`src/rtl/regfile_ctrl_pkg.sv`:
```
// Shared types for the register-file controller: opcodes, FSM states,
// accumulator source selects and the per-opcode EXEC strobe decode.
package regfile_ctrl_pkg;

    typedef enum logic [2:0] {
        OP_NOP   = 3'd0,
        OP_GET   = 3'd1,
        OP_PUT   = 3'd2,
        OP_ALU   = 3'd3,
        OP_LDI   = 3'd4,
        OP_LOAD  = 3'd5,
        OP_STORE = 3'd6,
        OP_ILL   = 3'd7
    } op_e;

    typedef enum logic [1:0] {
        ST_IDLE = 2'd0,
        ST_EXEC = 2'd1,
        ST_MEM  = 2'd2
    } state_e;

    typedef enum logic [1:0] {
        SRC_NONE = 2'd0,
        SRC_ALU  = 2'd1,
        SRC_IMM  = 2'd2,
        SRC_MEM  = 2'd3
    } acc_src_e;

    typedef struct packed {
        logic     acc_we;
        logic     get;
        logic     put;
        logic     rdoe;
        logic     status_we;
        acc_src_e src;
    } strobes_t;

    localparam strobes_t STROBES_NONE = '{acc_we: 1'b0, get: 1'b0, put: 1'b0,
                                          rdoe: 1'b0, status_we: 1'b0, src: SRC_NONE};

    function automatic logic is_mem_op(input op_e op);
        return (op == OP_LOAD) || (op == OP_STORE);
    endfunction

    // Single-cycle register-file strobes for the non-memory opcodes.
    function automatic strobes_t exec_strobes(input op_e op);
        strobes_t s;
        s = STROBES_NONE;
        case (op)
            OP_GET: begin
                s.get    = 1'b1;
                s.acc_we = 1'b1;
            end
            OP_PUT: s.put = 1'b1;
            OP_ALU: begin
                s.rdoe      = 1'b1;
                s.acc_we    = 1'b1;
                s.status_we = 1'b1;
                s.src       = SRC_ALU;
            end
            OP_LDI: begin
                s.acc_we = 1'b1;
                s.src    = SRC_IMM;
            end
            default: s = STROBES_NONE;
        endcase
        return s;
    endfunction

endpackage

```
`src/rtl/regfile_ctrl_mem_timeout_counter.sv`:
```
// Counts cycles spent in the MEM state; hit_o marks the last permitted cycle.
// Only instantiated when REGFILE_CTRL_MEM_TIMEOUT_EN is defined.
module mem_timeout_counter #(
    parameter int MEM_TIMEOUT = 16
) (
    input  logic clk,
    input  logic srst,
    input  logic start_i,
    input  logic active_i,
    output logic hit_o
);

    localparam int CNT_W = $clog2(MEM_TIMEOUT + 1);

    logic [CNT_W-1:0] cnt_q, cnt_d;

    assign hit_o = active_i && (cnt_q == CNT_W'(MEM_TIMEOUT - 1));

    always_comb begin
        cnt_d = cnt_q;
        if (start_i) begin
            cnt_d = '0;
        end else if (active_i && !hit_o) begin
            cnt_d = cnt_q + 1'b1;
        end
    end

    always_ff @(posedge clk) begin
        if (srst) begin
            cnt_q <= '0;
        end else begin
            cnt_q <= cnt_d;
        end
    end

endmodule

```
`src/rtl/regfile_ctrl.sv`:
```
// Instruction sequencer driving register-file strobes and a data-memory handshake.
// Optional MEM-state timeout is enabled by defining REGFILE_CTRL_MEM_TIMEOUT_EN.
module regfile_ctrl
    import regfile_ctrl_pkg::*;
#(
    parameter int DATA_W         = 8,
    parameter int REG_ADDR_WIDTH = 4,
    parameter int MEM_TIMEOUT    = 16
) (
    input  logic                      clk,
    input  logic                      reset,
    input  logic                      instr_valid,
    output logic                      instr_ready,
    input  logic [2:0]                instr_op,
    input  logic [REG_ADDR_WIDTH-1:0] instr_reg,
    input  logic [DATA_W-1:0]         instr_imm,
    output logic                      instr_done,
    output logic [REG_ADDR_WIDTH-1:0] reg_addr,
    output logic                      acc_write_enable,
    output logic                      read_get_to_acc,
    output logic                      write_put_acc,
    output logic                      read_data_output_enable,
    output logic                      status_write_enable,
    output logic [1:0]                acc_src_sel,
    output logic [DATA_W-1:0]         imm_data,
    output logic                      mem_req,
    output logic                      mem_we,
    input  logic                      mem_ack,
    output logic                      err_illegal,
    output logic                      err_timeout,
    input  logic                      err_clear
);

    if (MEM_TIMEOUT < 1) begin : g_bad_timeout
        $error("MEM_TIMEOUT must be at least 1");
    end

    state_e                    state_q, state_d;
    op_e                       op_q;
    logic [REG_ADDR_WIDTH-1:0] reg_addr_q;
    logic [DATA_W-1:0]         imm_q;
    logic                      err_ill_q, err_ill_d;
    logic                      accept;
    logic                      timeout_hit;
    logic                      timeout_fire;
    strobes_t                  strobes;

    assign accept = instr_valid && instr_ready;

`ifdef REGFILE_CTRL_MEM_TIMEOUT_EN
    logic err_to_q, err_to_d;

    mem_timeout_counter #(
        .MEM_TIMEOUT(MEM_TIMEOUT)
    ) u_mem_timeout_counter (
        .clk     (clk),
        .srst    (reset),
        .start_i (accept && is_mem_op(op_e'(instr_op))),
        .active_i(state_q == ST_MEM),
        .hit_o   (timeout_hit)
    );

    // An ack on the final allowed cycle still completes the transfer normally.
    assign timeout_fire = (state_q == ST_MEM) && timeout_hit && !mem_ack;
    assign err_to_d     = timeout_fire || (err_to_q && !err_clear);
    assign err_timeout  = err_to_q;

    always_ff @(posedge clk) begin
        if (reset) begin
            err_to_q <= 1'b0;
        end else begin
            err_to_q <= err_to_d;
        end
    end
`else
    assign timeout_hit  = 1'b0;
    assign timeout_fire = timeout_hit;
    assign err_timeout  = 1'b0;
`endif

    // State register
    always_ff @(posedge clk) begin
        if (reset) begin
            state_q <= ST_IDLE;
        end else begin
            state_q <= state_d;
        end
    end

    // Latched instruction fields and sticky illegal flag
    always_ff @(posedge clk) begin
        if (reset) begin
            op_q       <= OP_NOP;
            reg_addr_q <= '0;
            imm_q      <= '0;
            err_ill_q  <= 1'b0;
        end else begin
            if (accept) begin
                op_q       <= op_e'(instr_op);
                reg_addr_q <= instr_reg;
                imm_q      <= instr_imm;
            end
            err_ill_q <= err_ill_d;
        end
    end

    // A set in the same cycle as err_clear takes priority.
    assign err_ill_d = ((state_q == ST_EXEC) && (op_q == OP_ILL)) || (err_ill_q && !err_clear);

    // Next-state logic
    always_comb begin
        state_d = state_q;
        case (state_q)
            ST_IDLE: begin
                if (accept) begin
                    state_d = is_mem_op(op_e'(instr_op)) ? ST_MEM : ST_EXEC;
                end
            end
            ST_EXEC: state_d = ST_IDLE;
            ST_MEM: begin
                if (mem_ack || timeout_fire) begin
                    state_d = ST_IDLE;
                end
            end
            default: state_d = ST_IDLE;
        endcase
    end

    // Output logic
    always_comb begin
        strobes     = STROBES_NONE;
        instr_ready = 1'b0;
        instr_done  = 1'b0;
        mem_req     = 1'b0;
        mem_we      = 1'b0;
        case (state_q)
            ST_IDLE: instr_ready = 1'b1;
            ST_EXEC: begin
                strobes    = exec_strobes(op_q);
                instr_done = 1'b1;
            end
            ST_MEM: begin
                mem_req = 1'b1;
                mem_we  = (op_q == OP_STORE);
                if (mem_ack) begin
                    instr_done = 1'b1;
                    if (op_q == OP_LOAD) begin
                        strobes.acc_we = 1'b1;
                        strobes.src    = SRC_MEM;
                    end
                end else if (timeout_fire) begin
                    instr_done = 1'b1;
                end
            end
            default: instr_ready = 1'b0;
        endcase
    end

    assign acc_write_enable        = strobes.acc_we;
    assign read_get_to_acc         = strobes.get;
    assign write_put_acc           = strobes.put;
    assign read_data_output_enable = strobes.rdoe;
    assign status_write_enable     = strobes.status_we;
    assign acc_src_sel             = strobes.acc_we ? strobes.src : SRC_NONE;
    assign reg_addr                = reg_addr_q;
    assign imm_data                = imm_q;
    assign err_illegal             = err_ill_q;

endmodule

```
`config.mk`:
```
export PLATFORM = sky130hd
export DESIGN_NAME = regfile_ctrl
export DESIGN_NICKNAME = d
export VERILOG_FILES = /design/src/rtl/regfile_ctrl_pkg.sv /design/src/rtl/regfile_ctrl_mem_timeout_counter.sv /design/src/rtl/regfile_ctrl.sv
export SDC_FILE = /design/constraint.sdc
export NUM_CORES = 1
export LEC_CHECK = 0
export CAP_MARGIN = 20
export CORE_UTILIZATION = 34
export CTS_CLUSTER_DIAMETER = 50
export DETAILED_ROUTE_END_ITERATION = 10
export GPL_TIMING_DRIVEN = 0
export PLACE_DENSITY = 0.74
export SLEW_MARGIN = 20
export SYNTH_ARGS = -nofsm -noshare
export SYNTH_HDL_FRONTEND = slang
export SYNTH_HIERARCHICAL = 1
export SYNTH_SLANG_ARGS = --single-unit
```
`constraint.sdc`:
```
create_clock -name clk -period 1.2 [get_ports clk]
set_input_delay 0.24 -clock clk [delete_from_list [all_inputs] [get_ports clk]]
set_output_delay 0.24 -clock clk [all_outputs]
set_load 0.02 [all_outputs]
```
==> impl_table.tex <==
\begin{tabular}{lr}
\hline
Metric & Value \\
\hline
\multicolumn{2}{l}{\textbf{Global routing}} \\
\quad Wire length of the first global-routing pass & $\sim$3400 um \\
\quad Initial antenna violation count & 0 \\
\quad Overall track demand over capacity in global routing & between 10\% and 20\% \\
\quad GRT overflow & 0 \\
\quad Maximum number of pins on one net before global-route repair & 11 \\
\quad Number of global-route vias before repair & $\sim$830 \\
\multicolumn{2}{l}{\textbf{Synth}} \\
\quad Dominant combinational cell family by area after synthesis & simple AND/OR/NAND/NOR gates \\
\quad Number of warning messages in the yosys log & 6 \\
\quad Number of distinct standard cells referenced by the synthesized netlist & 28 \\
\quad XOR/XNOR Fraction of Synth Area & under 10\% \\
\quad Synthesized netlist net count & $\sim$140 \\
\quad Adder-cell share of the synthesized area & 4.37\% \\
\quad Basic-gate share of the synthesized area counting and, or, nand and nor cells & around 27\% \\
\quad Area fraction in compound gates after synthesis & 17.0\% \\
\quad Sequential cell area fraction in the yosys report & a little over two fifths \\
\quad Post-synth top area share & a little over two fifths \\
\quad Synthesized cell area & $\sim$860 sq um \\
\quad Number of storage elements in the synthesis netlist & 18 \\
\quad Mux cell area share after synthesis & 0\% \\
\quad Biggest area consumer among synthesized cells & dfxtp\_1 \\
\quad Avg Synthesized Cell Area & 7.61 sq um \\
\quad Area contributors post-synth & dfxtp\_1 42\%, nand2\_1 15\%, a21oi\_1 12\%, ha\_1 4.4\%, inv\_1 2.2\% \\
\quad Synth Instances & between 100 and 150 \\
\multicolumn{2}{l}{\textbf{Worst setup path}} \\
\quad Required time of the critical path & 0.96 ns \\
\quad Worst path cell trace & inv\_4, ha\_4, and2b\_1, and3\_4, buf\_6, buf\_6 \\
\quad Critical Path End Type & output pin \\
\quad Cell family with the largest share of critical-path delay & simple AND/OR/NAND/NOR gates \\
\quad Max stage delay cell, worst path & dfxtp\_2 \\
\quad Crit path kind & reg2out \\
\quad Startpoint class of the critical path & flip-flop \\
\quad Worst path most repeated cell & buf\_6 \\
\quad Max incr delay on CP & between 0.3 and 0.4 ns \\
\quad Critical-path maximum fanout & 6 \\
\quad Data arrival time of the critical path & around 1.5 ns \\
\quad Critical path buffer and inverter count & 3 \\
\multicolumn{2}{l}{\textbf{Clocking}} \\
\quad Max H-tree Level & 1 \\
\quad Count of hold buffers inserted by post-cts repair & 0 \\
\quad CTS Buffer Depth & 2 \\
\quad Number of clock buffers inserted by TritonCTS & 3 \\
\quad TritonCTS clock tree & done \\
\quad Sinks on Clock Net & 18 \\
\quad Clk slew on worst S/H paths & $\sim$0.1 ns \\
\quad Clock root buffer & clkbuf\_4 \\
\quad Worst-skew pair later-pin latency & approximately 0.28 ns \\
\multicolumn{2}{l}{\textbf{Timing}} \\
\quad Worst clock skew & between 0.003 and 0.004 ns \\
\quad Final Critical Period & between 1.5 and 2 ns \\
\quad Max Clk Rate & between 500 and 600 MHz \\
\quad Hold Vio Cnt, Final & 0 \\
\quad Setup Viol. Count Final & 12 \\
\quad Final setup slack of the worst path & -0.496 ns \\
\quad Final-report max-slew violation count & 0 \\
\quad Unrepaired setup endpoints after global routing & true \\
\quad Worst hold-check slack & between 0.3 and 0.4 ns \\
\quad Final Cycle Share & 141\% \\
\multicolumn{2}{l}{\textbf{Floorplanning}} \\
\quad Die extent in y & approximately 52 um \\
\quad Core area & around 2300 sq um \\
\quad Number of standard-cell rows in the floorplan & 17 \\
\quad Chip Width & roughly 52 um \\
\quad \# IOs & 45 \\
\quad DIE AREA & around 2700 sq um \\
\quad Initial core utilization & 37.4\% \\
\multicolumn{2}{l}{\textbf{Pwr}} \\
\quad Power per standard cell area & 973 nW/um\^{}2 \\
\quad Static Leakage & 0.588 nW \\
\quad Peak supply drop & slightly below 0.8 mV \\
\multicolumn{2}{l}{\textbf{Drt}} \\
\quad WL final & 2240 um \\
\quad Initial DRC count & 7 \\
\quad Per-cell routed wire length & about 12 um \\
\quad Vias/cell & 4.70 \\
\quad DRT Pass-1 Iters & 3 \\
\quad Count of antenna-violating nets left after detailed routing & 0 \\
\quad Vias after detailed routing & $\sim$900 \\
\quad Post-route DRC & 0 \\
\multicolumn{2}{l}{\textbf{Cells and area}} \\
\quad P\&R area growth vs syn & 73.4\% \\
\quad Diode count & 0 \\
\quad Layout Utilization & between 60\% and 70\% \\
\quad Fraction of layout instances using a drive strength above 1 & 41.1\% \\
\quad Final nets & $\sim$190 \\
\multicolumn{2}{l}{\textbf{Run}} \\
\quad Number of maximum-capacitance constraint violations & 0 \\
\multicolumn{2}{l}{\textbf{Place}} \\
\quad Count of buffers from port buffering & 42 \\
\quad Routability Congestion & 0.731 \\
\quad HPWL Detailed & between 1500 and 2000 um \\
\multicolumn{2}{l}{\textbf{Hold path}} \\
\quad Worst Hold Class & in2reg \\
\multicolumn{2}{l}{\textbf{Status}} \\
\quad Violations in the final reports & negative setup slack \\
\quad Status & finished, violations left \\
\hline
\end{tabular}
## state kept, by name, indices dropped and copies added, names as in the netlist
name,count
err_illegal,1
imm_data,8
state_q,2
op_q,3
reg_addr,4
## path summary, 6_finish.rpt
kind | startpoint | to | slack (ns) | cells past startpoint
hold reg to reg | imm_data[0]$_SDFFE_PP0P_ | imm_data[0]$_SDFFE_PP0P_ | 0.46 | 2
hold / removal | reset | state_q[0]$_SDFFE_PP0P_ | 0.31 | 2
setup reg to reg | state_q[1]$_SDFFE_PP0P_ | state_q[0]$_SDFFE_PP0P_ | -0.02 | 5
setup / recovery | state_q[1]$_SDFFE_PP0P_ | status_write_enable | -0.50 | 6
## placed cells by master (no fill, tap or decap), types with 2 or more instances in the layout
master	netlist	final
buf_4	2	8
clkdlybuf4s50_1	0	18
nand2_1	34	32
dfxtp_2	0	4
ha_4	0	3
buf_2	3	2
nor2b_4	1	2
inv_2	0	3
nand2b_1	2	2
o21ai_1	0	3
a21oi_2	0	3
clkbuf_4	0	3
and3_4	0	2
clkbuf_2	1	11
dfxtp_1	18	14
clkdlybuf4s15_2	0	2
a21oi_1	21	18
buf_6	1	12
## metrics by stage
stage               TNS [ns]  total power, W  cells  worst slack (ns)  cell area (sq um)
CTS                    -4.32         0.00146    190            -0.505               1500
detailed placement     -9.73         0.00109    183            -0.866               1430
finish                 -4.16         0.00145    191            -0.496               1490
floorplan             -0.393        0.000919    113            -0.103                977
global route           -5.39         0.00153    191            -0.551               1490
global placement       -9.13         0.00108    183            -0.859               1430
## logic make-up after synthesis
logic type | count (synthesis)
AOI/OAI and AO/OA | 27
xor gates and xnor gates | 1
adders and majority gates | 3
buffers and inverters | 13
DFF | 18
other | 1
and+or+nand+nor | 50
## layer usage
| metal | vias up | GRT usage, % | routed length, um |
|---|---|---|---|
| met5 | - | 0 | 0 |
| met4 | 0 | 5.26 | 0 |
| met3 | 0 | 3.19 | 126 |
| met2 | 29 | 30.2 | 1160 |
| met1 | 399 | 19.1 | 954 |
| li1 | 469 | - | - |
## where the power goes
| part | internal, W | total [W] | switching, W |
|---|---|---|---|
| sequential | 0.000639 | 0.000668 | 0.0000296 |
| combinational | 0.000201 | 0.000422 | 0.000221 |
| clock | 0.000184 | 0.000360 | 0.000175 |
| total | 0.00102 | 0.00145 | 0.000426 |
## cell usage after synthesis, drive strengths merged
cell type  instances
nand2             34
a21oi             21
dfxtp             18
buf                6
inv                5
ha                 3
nor2b              3
o21ai              3
and3               2
clkbuf             2
nand2b             2
nand3              2
nor2               2
a211o              1
a311oi             1
and2               1
and2b              1
conb               1
nand4              1
nor3               1
nor3b              1
o2111ai            1
xor2               1
## final cells by class
class                   count  area (sq um)
plain buffers               7          57.6
clock buffers               4          36.3
fillers                   223           807
inverters                   5          21.3
multi-input cells          82           566
flip-flops and latches     18           365
well taps                  28          35.0
repair buffers             47           409
## worst reg2reg max path: stages, from the launching register on
cell	delay, ns
dfxtp_2	0.35
buf_4	0.14
ha_4	0.19
nor2b_4	0.14
a211o_1	0.25
a21oi_2	0.11
## repair_timing
item                                   in CTS  in global routing
endpoints found under the hold margin       0                  0
gates cloned                                1                  0
pin swaps                                   1                  2
setup endpoints to repair                  35                 34
buffers inserted                            3                  1
resized for setup                          96                 24
No activity file was read; power rests on OpenSTA's default activity.
